File: src/rtl/mem_access.sv
// mem_access: MEM stage of the 5-stage MIPS32 pipeline.
// Runs loads/stores over a req/ack data bus with a timeout abort, formats load
// data (big-endian lanes, sign/zero extension), and passes non-memory
// instructions straight through to the MEM/WB register.
//
// Ports:
//   clk, rst            clock (rising edge), async active-low reset
//   wdata/waddr/wr_en   EX/MEM result, destination, write enable
//   memop               memory operation code (LB..SW, others = none)
//   mem_addr            effective address
//   flush               squash the current instruction
//   mem_wdata/waddr/wr_en  combinational result to MEM/WB
//   stall_req           combinational stall while an access is outstanding
//   exc_misalign        combinational misaligned-access pulse
//   exc_buserr          combinational bus-timeout pulse
//   dbus_*              registered data-bus master (req/we/sel/addr/wdata),
//                       dbus_ack/dbus_rdata from the slave
module mem_access #(
  // Legal range 2..255: REQ cycles allowed without ack before aborting.
  parameter int unsigned TIMEOUT_CYCLES = 16
) (
  input  logic        clk,
  input  logic        rst,
  input  logic [31:0] wdata,
  input  logic [4:0]  waddr,
  input  logic        wr_en,
  input  logic [3:0]  memop,
  input  logic [31:0] mem_addr,
  input  logic        flush,
  output logic [31:0] mem_wdata,
  output logic [4:0]  mem_waddr,
  output logic        mem_wr_en,
  output logic        stall_req,
  output logic        exc_misalign,
  output logic        exc_buserr,
  output logic        dbus_req,
  output logic        dbus_we,
  output logic [3:0]  dbus_sel,
  output logic [31:0] dbus_addr,
  output logic [31:0] dbus_wdata,
  input  logic        dbus_ack,
  input  logic [31:0] dbus_rdata
);

  localparam int unsigned DW    = 32;
  localparam int unsigned CNT_W = 8;
  localparam logic [CNT_W-1:0] CNT_LAST = CNT_W'(TIMEOUT_CYCLES - 1);

  localparam logic [3:0] OP_LB  = 4'h1;
  localparam logic [3:0] OP_LBU = 4'h2;
  localparam logic [3:0] OP_LH  = 4'h3;
  localparam logic [3:0] OP_LHU = 4'h4;
  localparam logic [3:0] OP_LW  = 4'h5;
  localparam logic [3:0] OP_SB  = 4'h6;
  localparam logic [3:0] OP_SH  = 4'h7;
  localparam logic [3:0] OP_SW  = 4'h8;

  typedef enum logic [1:0] {
    S_IDLE = 2'd0,
    S_REQ  = 2'd1,
    S_DONE = 2'd2
  } state_e;

  state_e           state_q;
  logic [CNT_W-1:0] cnt_q;
  logic             err_q;
  logic             discard_q;
  logic [3:0]       op_q;
  logic [1:0]       off_q;
  logic [DW-1:0]    result_q;
  logic             req_q;
  logic             we_q;
  logic [3:0]       sel_q;
  logic [DW-1:0]    addr_q;
  logic [DW-1:0]    bwdata_q;

  logic             op_valid_c;
  logic             op_load_c;
  logic             misalign_c;
  logic             start_c;
  logic [3:0]       sel_c;
  logic [DW-1:0]    bwdata_c;
  logic [1:0]       off_c;
  logic             done_load_c;

  // Select the addressed byte/halfword (offset 0 = bits 31:24) and extend it.
  function automatic logic [DW-1:0] fmt_load(input logic [3:0]    op,
                                             input logic [1:0]    off,
                                             input logic [DW-1:0] rd);
    logic [7:0]  b;
    logic [15:0] h;
    case (off)
      2'd0:    b = rd[31:24];
      2'd1:    b = rd[23:16];
      2'd2:    b = rd[15:8];
      default: b = rd[7:0];
    endcase
    h = off[1] ? rd[15:0] : rd[31:16];
    case (op)
      OP_LB:   fmt_load = {{24{b[7]}}, b};
      OP_LBU:  fmt_load = {24'd0, b};
      OP_LH:   fmt_load = {{16{h[15]}}, h};
      OP_LHU:  fmt_load = {16'd0, h};
      default: fmt_load = rd;
    endcase
  endfunction

  // Decode the presented memop: validity, direction, alignment, lanes, store data.
  always_comb begin
    off_c      = mem_addr[1:0];
    op_valid_c = 1'b0;
    op_load_c  = 1'b0;
    misalign_c = 1'b0;
    sel_c      = 4'b0000;
    bwdata_c   = '0;
    case (memop)
      OP_LB, OP_LBU: begin
        op_valid_c = 1'b1;
        op_load_c  = 1'b1;
        sel_c      = 4'b1000 >> off_c;
      end
      OP_LH, OP_LHU: begin
        op_valid_c = 1'b1;
        op_load_c  = 1'b1;
        misalign_c = off_c[0];
        sel_c      = off_c[1] ? 4'b0011 : 4'b1100;
      end
      OP_LW: begin
        op_valid_c = 1'b1;
        op_load_c  = 1'b1;
        misalign_c = |off_c;
        sel_c      = 4'b1111;
      end
      OP_SB: begin
        op_valid_c = 1'b1;
        sel_c      = 4'b1000 >> off_c;
        bwdata_c   = {4{wdata[7:0]}};
      end
      OP_SH: begin
        op_valid_c = 1'b1;
        misalign_c = off_c[0];
        sel_c      = off_c[1] ? 4'b0011 : 4'b1100;
        bwdata_c   = {2{wdata[15:0]}};
      end
      OP_SW: begin
        op_valid_c = 1'b1;
        misalign_c = |off_c;
        sel_c      = 4'b1111;
        bwdata_c   = wdata;
      end
      default: ;
    endcase
  end

  assign start_c = (state_q == S_IDLE) && op_valid_c && !misalign_c && !flush;

  // Access FSM with registered bus master signals. The op and byte offset are
  // captured at request time so formatting never depends on the held inputs.
  always_ff @(posedge clk or negedge rst) begin
    if (!rst) begin
      state_q   <= S_IDLE;
      cnt_q     <= '0;
      err_q     <= 1'b0;
      discard_q <= 1'b0;
      op_q      <= 4'd0;
      off_q     <= 2'd0;
      result_q  <= '0;
      req_q     <= 1'b0;
      we_q      <= 1'b0;
      sel_q     <= 4'd0;
      addr_q    <= '0;
      bwdata_q  <= '0;
    end else begin
      case (state_q)
        S_IDLE: begin
          if (start_c) begin
            state_q   <= S_REQ;
            req_q     <= 1'b1;
            we_q      <= !op_load_c;
            sel_q     <= sel_c;
            addr_q    <= {mem_addr[31:2], 2'b00};
            bwdata_q  <= bwdata_c;
            op_q      <= memop;
            off_q     <= off_c;
            cnt_q     <= '0;
            err_q     <= 1'b0;
            discard_q <= 1'b0;
          end
        end
        S_REQ: begin
          if (flush) begin
            discard_q <= 1'b1;
          end
          if (dbus_ack) begin
            req_q    <= 1'b0;
            result_q <= fmt_load(op_q, off_q, dbus_rdata);
            state_q  <= S_DONE;
          end else if (cnt_q == CNT_LAST) begin
            // Abort: the slave is expected to tolerate the dropped request.
            req_q   <= 1'b0;
            err_q   <= 1'b1;
            state_q <= S_DONE;
          end else begin
            cnt_q <= cnt_q + CNT_W'(1);
          end
        end
        S_DONE: begin
          state_q   <= S_IDLE;
          err_q     <= 1'b0;
          discard_q <= 1'b0;
        end
        default: begin
          state_q <= S_IDLE;
          req_q   <= 1'b0;
        end
      endcase
    end
  end

  assign done_load_c = (op_q >= OP_LB) && (op_q <= OP_LW);

  // MEM/WB-facing outputs, stall and exceptions; forced to zero while in reset.
  always_comb begin
    mem_wdata    = wdata;
    mem_waddr    = waddr;
    mem_wr_en    = 1'b0;
    stall_req    = 1'b0;
    exc_misalign = 1'b0;
    exc_buserr   = 1'b0;
    if (!rst) begin
      mem_wdata = '0;
      mem_waddr = 5'd0;
    end else begin
      case (state_q)
        S_IDLE: begin
          if (!op_valid_c) begin
            mem_wr_en = wr_en && !flush;
          end else if (!flush) begin
            if (misalign_c) begin
              exc_misalign = 1'b1;
            end else begin
              stall_req = 1'b1;
            end
          end
        end
        S_REQ: begin
          stall_req = 1'b1;
        end
        S_DONE: begin
          mem_wdata = done_load_c ? result_q : wdata;
          if (!flush && !discard_q) begin
            if (err_q) begin
              exc_buserr = 1'b1;
            end else begin
              mem_wr_en = done_load_c && wr_en;
            end
          end
        end
        default: ;
      endcase
    end
  end

  assign dbus_req   = req_q;
  assign dbus_we    = we_q;
  assign dbus_sel   = sel_q;
  assign dbus_addr  = addr_q;
  assign dbus_wdata = bwdata_q;

endmodule

File: config.mk
export PLATFORM = sky130hd
export DESIGN_NAME = mem_access
export DESIGN_NICKNAME = d
export VERILOG_FILES = /design/src/rtl/mem_access.sv
export SDC_FILE = /design/constraint.sdc
export NUM_CORES = 1
export LEC_CHECK = 0
export BUFFER_PORTS_ARGS = -buffer_cell sky130_fd_sc_hd__buf_2
export CORE_UTILIZATION = 51
export DETAILED_ROUTE_END_ITERATION = 12
export PLACE_DENSITY = 0.82
export SLEW_MARGIN = 30
export SYNTH_ARGS = -nofsm -noshare
export SYNTH_HDL_FRONTEND = slang
export SYNTH_SLANG_ARGS = --single-unit
File: constraint.sdc
create_clock -name clk -period 2.3 [get_ports clk]
set_input_delay 0.115 -clock clk [delete_from_list [all_inputs] [get_ports clk]]
set_output_delay 0.115 -clock clk [all_outputs]
set_load 0.02 [all_outputs]
---- Word level (Yosys, flattened, before mapping) ----
Cells that the tools add are included.
storage, ports and cells
  register bits after elaboration ......... 118
cells by class
  add/sub/neg operators ................... 1
  $lt $le $gt $ge ......................... 2
  equal/unequal tests ..................... 23
  shift-type cells ........................ 1
  mux-type cells .......................... 50
  bitwise logic cells ..................... 1
  reductions and logical operators ........ 28
operator list
  cell                   count
  $pmux W32 S4           1
  $mux W32               3
  $pmux W32 S3           1
  $mux W1                26
  $mux W8                3
  $pmux W8 S3            1
  $eq A4 B3 Y1 const B   5
  $eq A4 B2 Y1 const B   4
  $mux W16               1
  $pmux W8 S2            1
  $pmux W4 S3            1
  $ne A2 B2 Y1 const B   5
  $pmux W1 S3            3
  $add A8 B1 Y8 const B  1
  $eq A4 B1 Y1 const B   2
  $eq A8 B4 Y1 const B   1
  $reduce_and A4 Y1      2
  $reduce_or A8 Y1       1
  $logic_and A1 B1 Y1    7
  $mux W2                3
  $pmux W1 S2            3
  $reduce_and A2 Y1      3
  $reduce_and A3 Y1      2
  $reduce_or A3 Y1       2
  17 further kinds       24

---- Longest topological paths before layout ----
  depth in word-level cells ............... 8
  depth in mapped cells ................... 8
  gate-level depth less buffers ........... 5

---- Worst setup path after synthesis ----
Ideal clock, no wire load.
  kind .................................... register -> output
  start point ............................. register state_q[0]
  end point ............................... output mem_wdata[10]
  arrival ................................. 2056 ps
  slack ................................... 129 ps
  stages on the path, launching flop included .. 7
  cells stage by stage .................... dfrtp_1 -> buf_4 -> nand2b_1 -> a2111oi_2 -> clkbuf_1 -> nand2_1 -> a21boi_0
between the ends
  word-level cells in the longest chain between the ends .. 3
RTL lines
  what                    line  source
  start, declared         64    state_e state_q;
  start signal, assigned  161   state_q <= S_IDLE;
  start signal, assigned  177   state_q <= S_REQ;
  start signal, assigned  197   state_q <= S_DONE;
  $eq A2 B2 Y1            234   case (state_q)
  $mux W32                234
  $mux W32                230   if (!rst) begin
  end, declared           30    output logic [31:0] mem_wdata,
Every way passes these cells.

---- Worst setup path in the final report ----
  start point ............................. register op_q[1]
  end point ............................... output mem_wdata[10]
between the ends
  word-level cells in the longest chain between the ends .. 5
  elaborated cells between the ends (all ways) .. 6
RTL lines
  what                                          line  source
  start, declared                               68    logic [3:0] op_q;
  start signal, assigned                        183   op_q <= memop;
  $ge A4 B1 Y1 or $le A4 B3 Y1 (tied branches)  220   assign done_load_c = (op_q >= OP_LB) && (op_q <= OP_LW);
  $logic_and A1 B1 Y1 (*)                       220
  $mux W32 (*)                                  250   mem_wdata = done_load_c ? result_q : wdata;
  $mux W32 (*)                                  234
  $mux W32 (*)                                  230
Every way passes the cells marked *; elsewhere a longest branch is shown, timed or not.

==> results.toml <==
[outcome]
run_status = "completed"

[layout]
postLayoutCellArea_um2 = 9160
final_net_count = 1029
layout-drive-gt1-share_pct = 41.5
diodes = 0
area.growth.synth_to_final_pct = 39.6

[clocking]
cts_sinks = 118
clock_tree.buffer_depth = 2
numCtsBuffers = 17
clkLatencyLatePin_ns = 0.42
clk_pin_slew_ns = 0.05
htree_levels = 4
cts_tree = "done"
cts_root_buf = "sky130_fd_sc_hd__clkbuf_16"

[critical_path]
worst_path_cell_chain = "buf_6 -> a2111o_1 -> buf_12 -> nand2_1 -> a21boi_1 -> buf_2"
critical_path.endpoint_type = "output pin"
critPathArrivalTime_ns = 2.14
worstSetupStartpointType = "flop"
setup.worst_path.class = "flop to output pin"
critPathMaxFanout = 30
timing.critical_path.max_delay_family = "compound AO/OA/AOI/OAI gates"
cp_slowest_cell = "sky130_fd_sc_hd__a2111o_1"
worst_path_largest_cell_delay_ns = 0.50
worst-endpoint-required_ns = 2.18
critPathBufInv = 3

[timing]
final.hold.worst_slack_ns = 0.0158
max_clock_freq_mhz = 443
post-route-min-period_ns = 2.26
fin_skew_ns = 0.00752
final-hold-violation-count = 0
final.period_utilization_pct = 98.1
timing_worst_slew_pin_value_ns = 0.852
setup_violations = 0
final_max_slew_viol_count = 0
slew-limit-headroom_pct = 43.2

[placed_design]
placedInstanceArea_um2 = 7870
buffer_ports.inserted = 218
gp_congestion = 0.879
hpwl_um = 13600

[floorplan]
number_of_ports_placed_on_the_die_boundary = 221
floorplan.die_area_um2 = 13300
initial_utilization_pct = 52.2
design.core.area_um2 = 12600
rows = 41
die_x_um = 115
dieHeight_um = 115

[synth]
yosysWarnings = 0
synthesis.instances = 647
synth_edf_count = 0
cell_types_occupying_the_most_area_after_synthesis = "sky130_fd_sc_hd__dfrtp_1, sky130_fd_sc_hd__mux2_2, sky130_fd_sc_hd__nand2_1"
synth.yosys.seq_area_share_pct = 45.0
synth_seq_cells = 118
synth_area_um2 = 6560
postSynthAreaPerCell_um2 = 10.1
synth.largest_area_cell = "sky130_fd_sc_hd__dfrtp_1"
distinct_cell_type_count_of_the_synthesized_netlist = 65
synthDominantCellAreaShare_pct = 45.0
dominantRegCellSynth = "sky130_fd_sc_hd__dfrtp_1"
synth_async_sr_flop_share_pct = 100

[detailed_routing]
num_vias = 6346
vias_per_cell = 5.76
dr.first_iter.drc_count = 698
totalWireLength_um = 20600
post-route-drc-count = 0
detail-route-antenna-nets = 0
detail_route.first_pass.iterations = 5
avgRoutedWirePerCell_um = 18.7

[power_and_ir_drop]
power.density_nw_per_um2 = 1010
vdd_ir_drop_max_uv = 568
p_leak_uw = 0.00441

[run]
max_capacitance_violation_total = 0

[global_route]
grt_remaining_overflow = 0
track_usage_pct = 30.8
wire_length_of_the_first_global_routing_pass_um = 31100
first_global_vias = 5793
grt_antenna_before_repair = 0
grt_start_max_net_pins = 70

[worst_hold_path]
worstHoldPathType = "input pin to flop"
[path summary, 6_finish.rpt]
| kind | start | end | slack [ns] | cells after the start |
|---|---|---|---|---|
| max | op_q[1] | mem_wdata[10] | 0.04 | 6 |
| min | wdata[28] | dbus_wdata[28] | 0.02 | 3 |
| max reg2reg | state_q[0] | dbus_sel[1] | 0.17 | 7 |
| min reg2reg | dbus_wdata[10] | dbus_wdata[10] | 0.48 | 1 |
| max in group asynchronous | rst | dbus_addr[7] | 0.92 | 3 |
| min in group asynchronous | rst | result_q[20] | 0.20 | 2 |
[report_power, final]
group | internal (uW) | switching [uW] | total, uW | leakage, uW
clock | 1770 | 908 | 2680 | 0.000298
sequential | 2780 | 564 | 3340 | 0.00146
combinational | 1420 | 1770 | 3190 | 0.00266
total | 5970 | 3240 | 9210 | 0.00441
[kinds of logic after synthesis]
kind of cell | count (synthesis) | synth area share (%)
buffers and inverters | 63 | 4.52
muxes | 77 | 14.9
other | 1 | 0.0571
and+or+nand+nor | 194 | 14.0
adders and majority gates | 1 | 0.191
AOI/OAI and AO/OA | 191 | 20.9
xor gates and xnor gates | 2 | 0.381
DFF | 118 | 45.0
[layout make-up]
class | instances | area [um2]
fill | 854 | 3410
timing repair buffer | 306 | 1960
clock inverter | 10 | 128
tap | 172 | 215
inverter | 8 | 30.0
clock buffer | 21 | 470
multi-input combinational | 467 | 3400
sequential | 118 | 2960
[worst reg2reg max path: stages (launching register included)]
cell	delay (ns)
sky130_fd_sc_hd__dfrtp_1	0.37
sky130_fd_sc_hd__buf_4	0.17
sky130_fd_sc_hd__or3_1	0.39
sky130_fd_sc_hd__a21oi_2	0.21
sky130_fd_sc_hd__nand3_4	0.14
sky130_fd_sc_hd__buf_4	0.18
sky130_fd_sc_hd__buf_12	0.22
sky130_fd_sc_hd__mux2_4	0.34
[cell usage after synthesis, types with 5 or more instances]
cell and instances:
sky130_fd_sc_hd__o2bb2ai_1 23, sky130_fd_sc_hd__mux2_4 11, sky130_fd_sc_hd__o21ai_0 18, sky130_fd_sc_hd__mux2_2 54
sky130_fd_sc_hd__buf_2 12, sky130_fd_sc_hd__nand3_1 5, sky130_fd_sc_hd__a22o_1 18, sky130_fd_sc_hd__clkbuf_1 32
sky130_fd_sc_hd__mux4_2 7, sky130_fd_sc_hd__dfrtp_1 118, sky130_fd_sc_hd__nor2b_1 6, sky130_fd_sc_hd__nand2_1 106
sky130_fd_sc_hd__a31oi_1 5, sky130_fd_sc_hd__o22ai_1 17, sky130_fd_sc_hd__inv_1 8, sky130_fd_sc_hd__a22oi_1 16
sky130_fd_sc_hd__a21oi_1 32, sky130_fd_sc_hd__nor2_1 30, sky130_fd_sc_hd__and2_1 6, sky130_fd_sc_hd__mux2i_1 5
sky130_fd_sc_hd__a21boi_0 28
[per-stage QoR]
stage	total power, uW	std cells	setup TNS, ns	setup slack, ns	utilization [%]
floorplan	5250	648	0	0.129	-
detailed placement	6300	1009	0	0.183	62.6
global placement	6230	1009	0	0.197	62.6
finish	9210	1102	0	0.0436	72.9
CTS	9100	1093	0	0.0296	71.7
global route	9670	1102	-0.0675	-0.0421	72.9
[state kept, by name, summed over array words and instances, names as in the netlist]
| signal | cells |
|---|---|
| op_q | 4 |
| off_q | 2 |
| dbus_we | 1 |
| dbus_sel | 4 |
| discard_q | 1 |
| dbus_req | 1 |
| result_q | 32 |
| cnt_q | 8 |
| state_q | 2 |
| err_q | 1 |
| dbus_addr | 30 |
| dbus_wdata | 32 |
[routing by layer]
metal,vias up,wire length (um),global-route usage [%]
li1,2904,-,-
met1,3083,8600,41.9
met2,330,9950,49.5
met3,29,1740,6.59
met4,0,340,9.78
met5,-,0,0
[cell usage in the layout (no fill, tap or decap), drive strengths merged, types with 5 or more instances in the layout]
cell type,netlist,layout
nor2b,6,6
a31oi,5,5
dlygate4sd3,0,50
a21oi,33,33
clkinv,0,6
inv,8,8
a22oi,16,16
a22o,18,18
a21boi,32,32
nor2,30,30
o21ai,19,19
nand3,6,6
dfrtp,118,118
nand2,106,106
clkbuf,32,22
o22ai,17,17
mux2,65,65
and2,6,6
o2bb2ai,23,23
mux4,7,7
buf,23,255
mux2i,5,5
[repair_timing]
action,CTS,global route
endpoints found under the hold margin,92,0
cloned,0,1
endpoints found under the setup margin,32,20
hold buffers,50,0
buffers inserted,3,8
pin swaps,2,4
gates resized for setup,13,28
(Power assumes the default switching activity.)
